<file path="src/rtl/wb_pkg.sv">
// Shared constants and types for the register-file writeback arbiter.
package wb_pkg;

  localparam int unsigned XLEN        = 32;
  localparam int unsigned REG_AW      = 5;
  localparam int unsigned NUM_REQ_MAX = 8;

  typedef struct packed {
    logic [REG_AW-1:0] rd;
    logic [XLEN-1:0]   data;
  } wb_req_t;

  typedef logic [$clog2(NUM_REQ_MAX)-1:0] req_idx_t;

endpackage

</file>
<file path="src/rtl/rr_arbiter.sv">
// Combinational round-robin grant over N requesters; the pointer moves past the winner on advance.
module rr_arbiter #(
  parameter int unsigned N = 3
) (
  input  logic                 clk,
  input  logic                 rst_n,
  input  logic [N-1:0]         i_req,
  input  logic                 i_en,
  input  logic                 i_advance,
  output logic [N-1:0]         o_gnt,
  output logic [$clog2(N)-1:0] o_gnt_idx,
  output logic                 o_found
);
  import wb_pkg::*;

  localparam int unsigned PW = $clog2(N);

  logic [PW-1:0] r_ptr;
  logic [N-1:0]  w_gnt;
  logic [PW-1:0] w_idx;
  logic          w_found;

  always_comb begin
    int unsigned j;
    w_gnt   = '0;
    w_idx   = '0;
    w_found = 1'b0;
    j       = 0;
    for (int unsigned k = 0; k < N; k++) begin
      j = (32'(r_ptr) + k) % N;
      if (!w_found && i_en && i_req[j]) begin
        w_found  = 1'b1;
        w_gnt[j] = 1'b1;
        w_idx    = PW'(j);
      end
    end
  end

  always_ff @(posedge clk) begin
    if (!rst_n) begin
      r_ptr <= '0;
    end else if (i_advance && w_found) begin
      r_ptr <= (32'(w_idx) == N - 1) ? '0 : w_idx + 1'b1;
    end
  end

  assign o_gnt     = w_gnt;
  assign o_gnt_idx = w_idx;
  assign o_found   = w_found;

endmodule

</file>
<file path="src/rtl/regfile_wb_arbiter.sv">
// Round-robin arbiter sharing the register-file write port through a one-entry writeback register.
// Optional pending-write scoreboard is compiled in with WB_SCOREBOARD_EN.
module regfile_wb_arbiter #(
  parameter int unsigned NUM_REQ = 3,
  parameter int unsigned XLEN    = wb_pkg::XLEN,
  parameter int unsigned REG_AW  = wb_pkg::REG_AW
) (
  input  logic                       clk,
  input  logic                       rst_n,
  input  logic [NUM_REQ-1:0]         req_valid,
  input  logic [NUM_REQ*REG_AW-1:0]  req_rd,
  input  logic [NUM_REQ*XLEN-1:0]    req_data,
  output logic [NUM_REQ-1:0]         req_ready,
  input  logic                       wb_stall,
`ifdef WB_SCOREBOARD_EN
  input  logic                       sb_set_valid,
  input  logic [REG_AW-1:0]          sb_set_rd,
  output logic [31:0]                busy,
`endif
  output logic                       RegWrite,
  output logic [REG_AW-1:0]          rd,
  output logic [XLEN-1:0]            WriteData,
  output logic [$clog2(NUM_REQ)-1:0] grant_id
);
  import wb_pkg::*;

  localparam int unsigned IW = $clog2(NUM_REQ);

  logic [NUM_REQ-1:0] w_gnt;
  logic [IW-1:0]      w_gidx;
  logic               w_xfer;
  logic               w_en;
  logic [REG_AW-1:0]  w_sel_rd;
  logic [XLEN-1:0]    w_sel_data;

  logic               r_regwrite;
  logic [REG_AW-1:0]  r_rd;
  logic [XLEN-1:0]    r_wdata;
  logic [IW-1:0]      r_gid;

  assign w_en = rst_n && !wb_stall;

  rr_arbiter #(
    .N(NUM_REQ)
  ) u_rr (
    .clk       (clk),
    .rst_n     (rst_n),
    .i_req     (req_valid),
    .i_en      (w_en),
    .i_advance (w_xfer),
    .o_gnt     (w_gnt),
    .o_gnt_idx (w_gidx),
    .o_found   (w_xfer)
  );

  assign req_ready  = w_gnt;
  assign w_sel_rd   = req_rd[int'(w_gidx)*REG_AW +: REG_AW];
  assign w_sel_data = req_data[int'(w_gidx)*XLEN +: XLEN];

  always_ff @(posedge clk) begin
    if (!rst_n) begin
      r_regwrite <= 1'b0;
      r_rd       <= '0;
      r_wdata    <= '0;
      r_gid      <= '0;
    end else if (!wb_stall) begin
      if (w_xfer) begin
        // x0 writes complete the handshake but never reach the register file
        r_regwrite <= (w_sel_rd != '0);
        r_rd       <= w_sel_rd;
        r_wdata    <= w_sel_data;
        r_gid      <= w_gidx;
      end else begin
        r_regwrite <= 1'b0;
      end
    end
  end

  assign RegWrite  = r_regwrite;
  assign rd        = r_rd;
  assign WriteData = r_wdata;
  assign grant_id  = r_gid;

`ifdef WB_SCOREBOARD_EN
  logic [31:0] r_busy;
  logic [31:0] w_busy_d;

  always_comb begin
    w_busy_d = r_busy;
    if (r_regwrite && !wb_stall) w_busy_d[r_rd] = 1'b0;
    // set is applied after clear so it wins on a collision
    if (sb_set_valid && sb_set_rd != '0) w_busy_d[sb_set_rd] = 1'b1;
    w_busy_d[0] = 1'b0;
  end

  always_ff @(posedge clk) begin
    if (!rst_n) r_busy <= '0;
    else        r_busy <= w_busy_d;
  end

  assign busy = r_busy;
`endif

endmodule

</file>
<file path="config.mk">
export PLATFORM = sky130hd
export DESIGN_NAME = regfile_wb_arbiter
export DESIGN_NICKNAME = d
export VERILOG_FILES = /design/src/rtl/wb_pkg.sv /design/src/rtl/rr_arbiter.sv /design/src/rtl/regfile_wb_arbiter.sv
export SDC_FILE = /design/constraint.sdc
export NUM_CORES = 1
export LEC_CHECK = 0
export CAP_MARGIN = 20
export CORE_ASPECT_RATIO = 0.75
export CORE_MARGIN = 3
export CORE_UTILIZATION = 40
export CTS_CLUSTER_SIZE = 10
export DETAILED_ROUTE_END_ITERATION = 8
export GPL_TIMING_DRIVEN = 0
export PLACE_DENSITY = 0.93
export SLEW_MARGIN = 20
export SYNTH_ARGS = -nofsm -noshare
export SYNTH_HDL_FRONTEND = slang
export SYNTH_SLANG_ARGS = --single-unit
</file>
<file path="constraint.sdc">
create_clock -name clk -period 7.2 [get_ports clk]
set_input_delay 1.8 -clock clk [delete_from_list [all_inputs] [get_ports clk]]
set_output_delay 1.8 -clock clk [all_outputs]
set_load 0.05 [all_outputs]
</file>
==> results.py, run 1 <==
metrics = {
    "status": {
        "status": "finished, final reports clean",
    },
    "synth": {
        "synth_cells": 329,
        "yosysTopAreaCell": "dfxtp_1",
        "ys_ff_latch": 42,
        "synth_nets": 450,
        "synthArstFlopShare_pct": 0,
        "synth_edf_count": 0,
        "synth_area_um2": 2600,
        "synth_warnings": 0,
        "synth.distinct_cells": 38,
        "synthTopCellsByArea": "dfxtp_1 32%, a211oi_1 9.8%, o31ai_1 9.2%",
        "synth_top_flop_cell": "dfxtp_1",
        "avgSynthCellArea_um2": 7.90,
        "synth_top_area_share_pct": 32.4,
        "yosysSeqAreaShare_pct": 32.4,
    },
    "detailed_routing": {
        "wire_per_inst_um": 17.6,
        "via_count": 3339,
        "route.detailed.drc": 0,
        "vias_per_cell": 5.82,
        "wl_mm": 10.1,
        "drt-initial-drc-count": 151,
        "ant_nets": 0,
        "drt_first_pass_iters": 5,
    },
    "setup_path": {
        "r2r_cells": 10,
        "cp.required_ns": 5.40,
        "slowest_stage": "clkdlybuf4s50_1",
        "crit_type": "input port to primary output",
        "critPathArrivalTime_ns": 4.55,
        "timing.critical_path.cells": "clkdlybuf4s50_1, mux2_4, a21o_1, nor4_1, nand2_1, o21ai_0, clkdlybuf4s50_1",
        "ff2ff_setup_slack_ns": 4.10,
        "r2r_start": "u_rr.r_ptr[0]",
        "worstSetupEndpointType": "primary output",
        "cp_common_cell": "clkdlybuf4s50_1",
        "cpPeakStageDelay_ns": 0.84,
        "start_kind": "input port",
        "cpLargestDelayFamily": "buffers and inverters",
        "path_max_fanout": 6,
        "path_buf_inv": 2,
        "r2r-end": "WriteData[8]",
    },
    "sta": {
        "setup_viol": 0,
        "min_period_ns": 6.35,
        "max_freq_ghz": 0.157,
        "min_period_over_period_pct": 88.2,
        "rsz0062_at_grt": "false",
        "finalWorstSetupSlack_ns": 0.848,
        "worst_pin_slew_ns": 0.664,
        "slew_violations": 0,
        "finalSetupTns_ns": 0,
        "max_slew_margin_pct": 55.6,
        "timing.hold.ws_ns": 0.465,
        "skew_ns": 0.0117,
        "final-hold-violation-count": 0,
    },
    "worst_hold_path": {
        "hold_depth": 2,
        "hp-start": "rd[1]",
        "min_path_type": "register to register",
        "min_to": "rd[1]",
    },
    "cts": {
        "cts_tree": "yes",
        "cts.clk_slew.worst_paths_ns": 0.08,
        "clock_latency_ns": 0.29,
        "cts_buffers": 5,
        "cts_buffer_depth": 2,
        "htreeDepth": 2,
        "postCtsSetupRepairBufs": 0,
        "hold_buffers": 0,
        "cts.sinks": 42,
        "cts.root.buffer_cell": "clkbuf_8",
        "cts_resized": 0,
    },
    "grt": {
        "gr-total-overflow": 0,
        "grt-busiest-layer": "met2",
        "grt_usage_pct": 26.0,
        "use_met2_pct": 46.3,
        "use_met3_pct": 7.14,
        "grt_use_met1_pct": 32.7,
        "grt_pass1_vias": 3202,
        "antenna_found_initial": 0,
        "grt_pass1_wl_mm": 15.8,
        "grt_start_max_net_pins": 15,
    },
    "die": {
        "dieArea_um2": 7510,
        "io_pins": 160,
        "initial_utilization_pct": 43.1,
        "die_x_um": 99.1,
        "rows": 24,
        "coreArea_um2": 6040,
        "die_y_um": 75.8,
    },
    "final_layout": {
        "drive_above_1_share_pct": 4.23,
        "fillers": 460,
        "antennaDiodeCount": 0,
        "syn2layout_area_growth_pct": 70.3,
        "multiInputGateArea_um2": 1610,
        "layout.nets": 616,
        "seq_area_um2": 841,
        "layout.cells.non_filler": 574,
    },
    "power": {
        "irDropWorstVdd_v": 0.000111,
        "fin_total_pwr_mw": 0.851,
        "p_leak_nw": 1.73,
        "p_per_area_nw_per_um2": 192,
    },
    "flow_run": {
        "drv_cap": 0,
    },
    "placement": {
        "place_hpwl_mm": 7.99,
        "port_buffers": 159,
        "dpl.cell_count": 566,
        "pre_cts_slack_ns": 0.931,
        "gp_congestion": 0.950,
    },
}
sequential cells by signal, indices dropped and copies added (netlist names):
register	flops
WriteData	32
rd	5
grant_id	2
u_rr.r_ptr	2
RegWrite	1
how the worst max path moves through the flow:
stage,from,end,slack (ns),depth (start not counted)
finish,req_valid[1],req_ready[0],0.85,7
global route,req_valid[0],req_ready[0],0.78,7
CTS,req_valid[0],req_ready[0],0.92,7
detailed placement,req_valid[1],req_ready[0],0.93,7
global placement,req_valid[1],req_ready[0],1.08,7
floorplan,req_valid[0],req_ready[0],1.75,5
layer usage:
metal / part of all wire, % / wire, µm
met1: 41 / 4170
met2: 48 / 4870
met3: 9.6 / 969
met4: 0.79 / 80
met5: 0 / 0
worst reg2reg max path, cell delays in order (launching register included):
cell and delay, ns:
dfxtp_1 0.40, inv_1 0.08, ha_1 0.28, clkbuf_1 0.31
inv_1 0.11, o31a_1 0.38, o21ai_2 0.37, nand2_1 0.30
buf_2 0.28, a211oi_1 0.37, o31ai_1 0.10
synthesized netlist by cell type (2+ instances only):
master    number
dfxtp_1       42
nand3_1       37
nor2_1        37
a211oi_1      34
and3_1        34
o31ai_1       32
clkbuf_1      21
nand2_1       10
a21oi_1        9
buf_2          8
inv_1          8
nand2b_1       8
o21ai_0        5
ha_1           4
a22o_1         3
nor2b_1        3
o21a_1         3
o221ai_1       3
o311ai_1       3
a21o_1         2
and3b_1        2
mux2i_1        2
nand3b_1       2
nor4_1         2
o31a_1         2
layout by cell type, fill, tap and decap left out, types with 2 or more instances in the layout:
cell type / Yosys / routed
nor2b_1: 3 / 3
nand3b_1: 2 / 2
nand2b_1: 8 / 8
dfxtp_1: 42 / 42
clkbuf_1: 21 / 21
a21oi_1: 9 / 9
inv_1: 8 / 8
bufinv_16: 0 / 2
a211oi_1: 34 / 34
and3b_1: 2 / 2
o21a_1: 3 / 3
mux2i_1: 2 / 2
nor2_1: 37 / 37
nand2_1: 10 / 10
clkbuf_8: 0 / 5
o311ai_1: 3 / 3
a21o_1: 2 / 2
nor4_1: 2 / 2
and3_1: 34 / 34
a22o_1: 3 / 3
buf_2: 8 / 8
ha_1: 4 / 4
nand3_1: 37 / 37
o21ai_0: 5 / 5
o31a_1: 2 / 2
clkdlybuf4s50_1: 0 / 159
o221ai_1: 3 / 3
o31ai_1: 32 / 32
layout make-up:
class                   instances  area share [%]
multi-input cells             250            36.4
repair buffers                159            36.0
flip-flops and latches         42            19.0
plain buffers                  29            2.69
well taps                      78            2.21
clock buffers                   5            1.55
clock inverters                 3            1.55
inverters                       8           0.679
logic make-up (layout without fill, tap and decap cells):
logic type | after synthesis | after routing | share of synthesized area [%]
flops | 42 | 42 | 32.4
fa+ha+maj | 4 | 4 | 1.93
simple gates | 135 | 135 | 26.5
mux | 3 | 3 | 1.35
compound gates | 108 | 108 | 32.2
buf+inv | 37 | 204 | 5.73
metrics by stage:
stage | utilization (%) | instance area [µm²]
CTS | 73.3 | 4430
global placement | 71.0 | 4290
global route | 73.3 | 4430
detailed placement | 71.0 | 4290
finish | 73.3 | 4430
floorplan | - | 2600
power breakdown:
group          internal, mW  leakage [nW]  switching, mW
Combinational         0.147          1.32          0.209
Sequential            0.259         0.346         0.0143
Clock                 0.139        0.0683         0.0829
Total                 0.545          1.73          0.307
(Power assumes the default switching activity.)
==> run 2, diff against run 1 <==
--- a/config.mk
+++ b/config.mk
@@ -5,14 +5,14 @@
 export SDC_FILE = /design/constraint.sdc
 export NUM_CORES = 1
 export LEC_CHECK = 0
-export CAP_MARGIN = 20
+export ABC_AREA = 1
 export CORE_ASPECT_RATIO = 0.75
 export CORE_MARGIN = 3
-export CORE_UTILIZATION = 40
+export CORE_UTILIZATION = 42
 export CTS_CLUSTER_SIZE = 10
 export DETAILED_ROUTE_END_ITERATION = 8
 export GPL_TIMING_DRIVEN = 0
-export PLACE_DENSITY = 0.93
+export PLACE_DENSITY = 0.95
 export SLEW_MARGIN = 20
 export SYNTH_ARGS = -nofsm -noshare
 export SYNTH_HDL_FRONTEND = slang
==> results.py, run 2 <==
metrics = {
    "placement": {
        "gp_congestion": 0.966,
        "port_buffers": 159,
        "place_hpwl_mm": 7.77,
        "placed_area_um2": 4450,
        "dpl.cell_count": 619,
        "pre_cts_slack_ns": 1.26,
    },
    "detailed_routing": {
        "wl_mm": 9.86,
        "via_count": 3296,
        "ant_nets": 0,
        "wire_per_inst_um": 15.8,
        "vias_per_cell": 5.27,
        "drt-initial-drc-count": 181,
        "route.detailed.drc": 0,
        "drt_first_pass_iters": 4,
    },
    "die": {
        "coreArea_um2": 6100,
        "die_y_um": 76.2,
        "initial_utilization_pct": 45.3,
        "die_x_um": 99.6,
        "io_pins": 160,
        "dieArea_um2": 7590,
        "rows": 24,
    },
    "setup_path": {
        "worstSetupEndpointType": "primary output",
        "cp.required_ns": 5.40,
        "slowest_stage": "clkdlybuf4s50_1",
        "critPathArrivalTime_ns": 4.17,
        "start_kind": "input port",
        "cpPeakStageDelay_ns": 0.84,
        "timing.critical_path.cells": "clkdlybuf4s50_1, inv_2, nor2_4, nand2_1, nor2_2, inv_1, nor2_4, nand2_1, o211ai_1, clkdlybuf4s50_1",
        "path_max_fanout": 4,
        "crit_type": "input port to primary output",
    },
    "grt": {
        "grt_pass1_vias": 3393,
        "antenna_found_initial": 0,
        "grt_use_met1_pct": 32.2,
        "grt_usage_pct": 25.9,
        "grt_start_max_net_pins": 12,
        "use_met2_pct": 43.9,
        "gr-total-overflow": 0,
        "grt-busiest-layer": "met2",
        "use_met3_pct": 6.50,
        "grt_pass1_wl_mm": 16.2,
    },
    "final_layout": {
        "design_area_um2": 4530,
        "syn2layout_area_growth_pct": 64.0,
        "antennaDiodeCount": 0,
        "multiInputGateArea_um2": 1530,
        "final_cell_mix": "159 x clkdlybuf4s50_1, 56 x a21oi_1, 51 x inv_1",
        "layout.cells.non_filler": 626,
        "fillers": 481,
        "layout.nets": 669,
        "drive_above_1_share_pct": 15.1,
        "seq_area_um2": 841,
        "post-route-util_pct": 74.2,
        "layout_commonest_cell": "clkdlybuf4s50_1",
        "largest_reg_flops": 32,
    },
    "power": {
        "pwr-share-clk_pct": 7.1,
        "p_sw_mw": 1.11,
        "p_per_area_nw_per_um2": 451,
        "seqPwrFrac_pct": 19.4,
        "pwr-share-comb_pct": 73.5,
        "p_int_mw": 0.933,
        "irDropWorstVdd_v": 0.000240,
        "sw_frac_of_total_pct": 54.3,
        "p_leak_nw": 1.90,
        "fin_total_pwr_mw": 2.04,
    },
    "synth": {
        "synth_edf_count": 0,
        "synth_top_area_share_pct": 30.5,
        "synth_nets": 503,
        "synth_warnings": 0,
        "yosysTopAreaCell": "dfxtp_1",
        "synthTopCellsByArea": "dfxtp_1 30%, a21oi_2 12%, a21oi_1 10%",
        "yosysSeqAreaShare_pct": 30.5,
        "avgSynthCellArea_um2": 7.23,
        "synth_common_cells": "56 x a21oi_1, 51 x inv_1, 48 x nand2_1",
        "synth.distinct_cells": 30,
        "synth_area_um2": 2760,
        "ys_ff_latch": 42,
        "synth_top_flop_cell": "dfxtp_1",
        "yosysMostFrequentCell": "a21oi_1",
        "synthArstFlopShare_pct": 0,
        "synth_cells": 382,
    },
    "sta": {
        "setup_viol": 0,
        "min_period_over_period_pct": 82.9,
        "timing.hold.ws_ns": 0.467,
        "max_freq_ghz": 0.168,
        "final-hold-violation-count": 0,
        "worst_pin_slew_ns": 0.539,
        "finalSetupTns_ns": 0,
        "min_period_ns": 5.97,
        "finalWorstSetupSlack_ns": 1.23,
        "rsz0062_at_grt": "false",
        "slew_violations": 0,
        "skew_ns": 0.00367,
        "max_slew_margin_pct": 64.0,
    },
    "worst_hold_path": {
        "min_path_type": "register to register",
    },
    "flow_run": {
        "drv_cap": 0,
    },
    "cts": {
        "cts.sinks": 42,
        "hold_buffers": 0,
        "cts.root.buffer_cell": "clkbuf_8",
        "cts.clk_slew.worst_paths_ns": 0.08,
        "cts_resized": 0,
        "clock_latency_ns": 0.29,
        "cts_tree": "yes",
        "postCtsSetupRepairBufs": 0,
        "cts_buffer_depth": 2,
        "cts_buffers": 5,
        "htreeDepth": 2,
    },
    "status": {
        "status": "finished, final reports clean",
    },
}
## run 2: critical path: cells and delay by family
family,cells,cell delay [ns]
buffers and inverters,4,1.64
and+or+nand+nor,5,0.63
AOI/OAI and AO/OA,1,0.10
## run 2: worst paths after layout
kind	start	end	slack, ns	depth (start not counted)
min	RegWrite	RegWrite	0.47	2
max reg2reg	u_rr.r_ptr[0]	rd[4]	4.62	15
max	rst_n	req_ready[0]	1.23	10
min reg2reg	RegWrite	RegWrite	0.47	2
## run 2: power by group through the flow
stage                     combinational [mW]  sequential (mW)  clock [mW]
final                                   1.50            0.396       0.144
after global routing                    1.61            0.409       0.160
after CTS                               1.50            0.395       0.147
after detailed placement                1.49            0.399           0
after global placement                  1.45            0.394           0
after floorplan                        0.686            0.747           0
## run 2: routing by layer
| layer | routed length, µm | vias up |
|---|---|---|
| met1 | 4090 | 1495 |
| met3 | 887 | 21 |
| met5 | 0 | - |
| met4 | 162 | 0 |
| met2 | 4720 | 171 |
| li1 | - | 1609 |
## run 2: layout make-up
type,count,share of cell area [%]
Buffer,26,4.09
Multi-Input combinational cell,259,33.8
Sequential cell,42,18.6
Timing Repair Buffer,159,35.2
Clock buffer,7,1.69
Inverter,55,4.56
Tap cell,78,2.16
## run 2: logic make-up after synthesis
kind of cell               Yosys count  synth area share, %
AOI/OAI and AO/OA                  174                 38.3
and+or+nand+nor                     81                 15.2
adders and majority gates            4                 1.81
DFF                                 42                 30.5
buffers and inverters               81                 14.2
==> run 3, diff against run 2 <==
--- a/config.mk
+++ b/config.mk
@@ -8,11 +8,11 @@
 export ABC_AREA = 1
 export CORE_ASPECT_RATIO = 0.75
 export CORE_MARGIN = 3
-export CORE_UTILIZATION = 42
+export CORE_UTILIZATION = 39
 export CTS_CLUSTER_SIZE = 10
 export DETAILED_ROUTE_END_ITERATION = 8
 export GPL_TIMING_DRIVEN = 0
-export PLACE_DENSITY = 0.95
+export PLACE_DENSITY = 0.89
 export SLEW_MARGIN = 20
 export SYNTH_ARGS = -nofsm -noshare
 export SYNTH_HDL_FRONTEND = slang
==> constraint.sdc (replaced) <==
create_clock -name clk -period 5.55 [get_ports clk]
set_input_delay 1.3875 -clock clk [delete_from_list [all_inputs] [get_ports clk]]
set_output_delay 1.3875 -clock clk [all_outputs]
set_load 0.05 [all_outputs]
==> results.py, run 3 (synthesized netlist as in run 2, its figures left out) <==
metrics = {
    "status": {
        "status": "finished, final reports clean",
    },
    "power": {
        "p_int_mw": 1.26,
        "fin_total_pwr_mw": 2.70,
        "sw_frac_of_total_pct": 53.5,
        "p_per_area_nw_per_um2": 592,
        "pwr-share-clk_pct": 9.2,
        "irDropWorstVdd_v": 0.000361,
        "p_leak_nw": 1.91,
        "p_sw_mw": 1.45,
        "seqPwrFrac_pct": 19.1,
        "pwr-share-comb_pct": 71.7,
    },
    "die": {
        "rows": 25,
        "dieArea_um2": 8130,
        "io_pins": 160,
        "coreArea_um2": 6570,
        "die_x_um": 103,
        "die_y_um": 78.9,
        "initial_utilization_pct": 42.0,
    },
    "sta": {
        "rsz0062_at_grt": "false",
        "finalSetupTns_ns": 0,
        "min_period_ns": 5.15,
        "worst_pin_slew_ns": 0.528,
        "slew_violations": 0,
        "timing.hold.ws_ns": 0.472,
        "max_freq_ghz": 0.194,
        "skew_ns": 0.00461,
        "setup_viol": 0,
        "min_period_over_period_pct": 92.8,
        "final-hold-violation-count": 0,
        "max_slew_margin_pct": 64.7,
    },
    "setup_path": {
        "worstSetupEndpointType": "primary output",
        "critPathArrivalTime_ns": 3.76,
        "path_buf_inv": 4,
        "path_max_fanout": 4,
        "crit_type": "input port to primary output",
        "cpPeakStageDelay_ns": 0.86,
        "slowest_stage": "clkdlybuf4s50_1",
        "cpLargestDelayFamily": "buffers and inverters",
        "cp.required_ns": 4.16,
        "timing.critical_path.cells": "clkdlybuf4s50_1, inv_2, nor2_4, nand2_1, nor2_2, inv_1, nor2_4, nand2_1, o221ai_1, clkdlybuf4s50_1",
        "start_kind": "input port",
    },
    "cts": {
        "cts.sinks": 42,
        "cts.root.buffer_cell": "clkbuf_8",
        "cts_tree": "yes",
        "htreeDepth": 2,
        "cts_resized": 0,
        "cts_buffers": 5,
        "clock_latency_ns": 0.29,
        "hold_buffers": 0,
        "cts_buffer_depth": 2,
        "cts.clk_slew.worst_paths_ns": 0.09,
        "postCtsSetupRepairBufs": 0,
    },
    "detailed_routing": {
        "drt-initial-drc-count": 95,
        "dr_wl_met2_mm": 4.63,
        "met3_length_um": 928,
        "route.detailed.drc": 0,
        "wire_per_inst_um": 15.6,
        "vias_per_cell": 5.12,
        "drt_first_pass_iters": 4,
        "top_layer": "met4",
        "wl_mm": 9.86,
        "m1WireLength_mm": 4.22,
        "ant_nets": 0,
        "via_count": 3225,
    },
    "final_layout": {
        "drive_above_1_share_pct": 15.7,
        "largest_reg_flops": 32,
        "layout_commonest_cell": "clkdlybuf4s50_1",
        "layout.nets": 669,
        "syn2layout_area_growth_pct": 65.5,
        "seq_area_um2": 841,
        "final_cell_mix": "159 x clkdlybuf4s50_1, 56 x a21oi_1, 51 x inv_1",
        "antennaDiodeCount": 0,
        "multiInputGateArea_um2": 1530,
        "fillers": 579,
    },
    "placement": {
        "port_buffers": 159,
        "gp_congestion": 0.918,
        "place_hpwl_mm": 7.76,
    },
    "grt": {
        "grt_pass1_wl_mm": 15.5,
        "grt_pass1_vias": 3292,
        "grt_start_max_net_pins": 15,
        "grt_usage_pct": 23.9,
        "gr-total-overflow": 0,
        "antenna_found_initial": 0,
    },
    "flow_run": {
        "drv_cap": 0,
    },
    "worst_hold_path": {
        "min_path_type": "register to register",
    },
}
[run 3: changes by cell type in the layout (fill, tap and decap cells not counted), sizes merged]
cell / previous run / this run
clkinvlp: 0 / 2
bufinv: 0 / 1
clkbuf: 15 / 13
[run 3: layout make-up]
| cell class | instances | share of cell area (%) |
|---|---|---|
| clock inverter | 3 | 0.986 |
| tap | 81 | 2.22 |
| timing repair buffer | 159 | 34.8 |
| inverter | 55 | 4.52 |
| sequential | 42 | 18.4 |
| clock buffer | 5 | 1.51 |
| multi-input combinational | 259 | 33.5 |
| buffer | 26 | 4.05 |
[run 3: per-stage QoR]
stage | area, µm² | setup slack, ns | utilization (%) | std cells
3_5_place_dp | 4450 | 0.397 | 67.8 | 622
4_1_cts | 4570 | 0.397 | 69.5 | 630
3_3_place_gp | 4450 | 0.433 | 67.8 | 622
2_1_floorplan | 2760 | 1.50 | - | 382
6_report | 4570 | 0.398 | 69.5 | 630
5_1_grt | 4570 | 0.287 | 69.5 | 630
[run 3: metal layers]
layer	global-route usage (%)	vias to the layer above
met5	0	-
met4	6.08	0
met3	7.64	8
met2	39.7	133
met1	30.0	1473
li1	-	1611
[run 3: path summary, 6_finish.rpt]
| path | start | endpoint | slack [ns] | depth (start not counted) |
|---|---|---|---|---|
| setup / recovery | rst_n | req_ready[1] | 0.40 | 10 |
| hold / removal | RegWrite | RegWrite | 0.47 | 2 |
| setup reg to reg | u_rr.r_ptr[0] | rd[3] | 3.00 | 15 |
| hold reg to reg | RegWrite | RegWrite | 0.47 | 2 |
[run 3: power by group through the flow]
stage | sequential, mW | clock, mW | combinational, mW
CTS | 0.516 | 0.251 | 1.94
finish | 0.517 | 0.248 | 1.94
detailed placement | 0.521 | 0 | 1.94
global route | 0.534 | 0.266 | 2.09
floorplan | 0.969 | 0 | 0.890
global placement | 0.516 | 0 | 1.89
[run 3: worst reg2reg max path, cell delays in order (launching register included)]
cell and delay [ns]:
dfxtp_1 0.37, inv_1 0.09, ha_1 0.42, inv_2 0.14, nand2_1 0.06, nand2_1 0.05, nand2_1 0.07, nor2_4 0.14
nand2_4 0.11, nand2_4 0.09, nor2_2 0.05, inv_1 0.11, clkbuf_1 0.38, o21ai_0 0.16, o21bai_1 0.19, inv_1 0.05
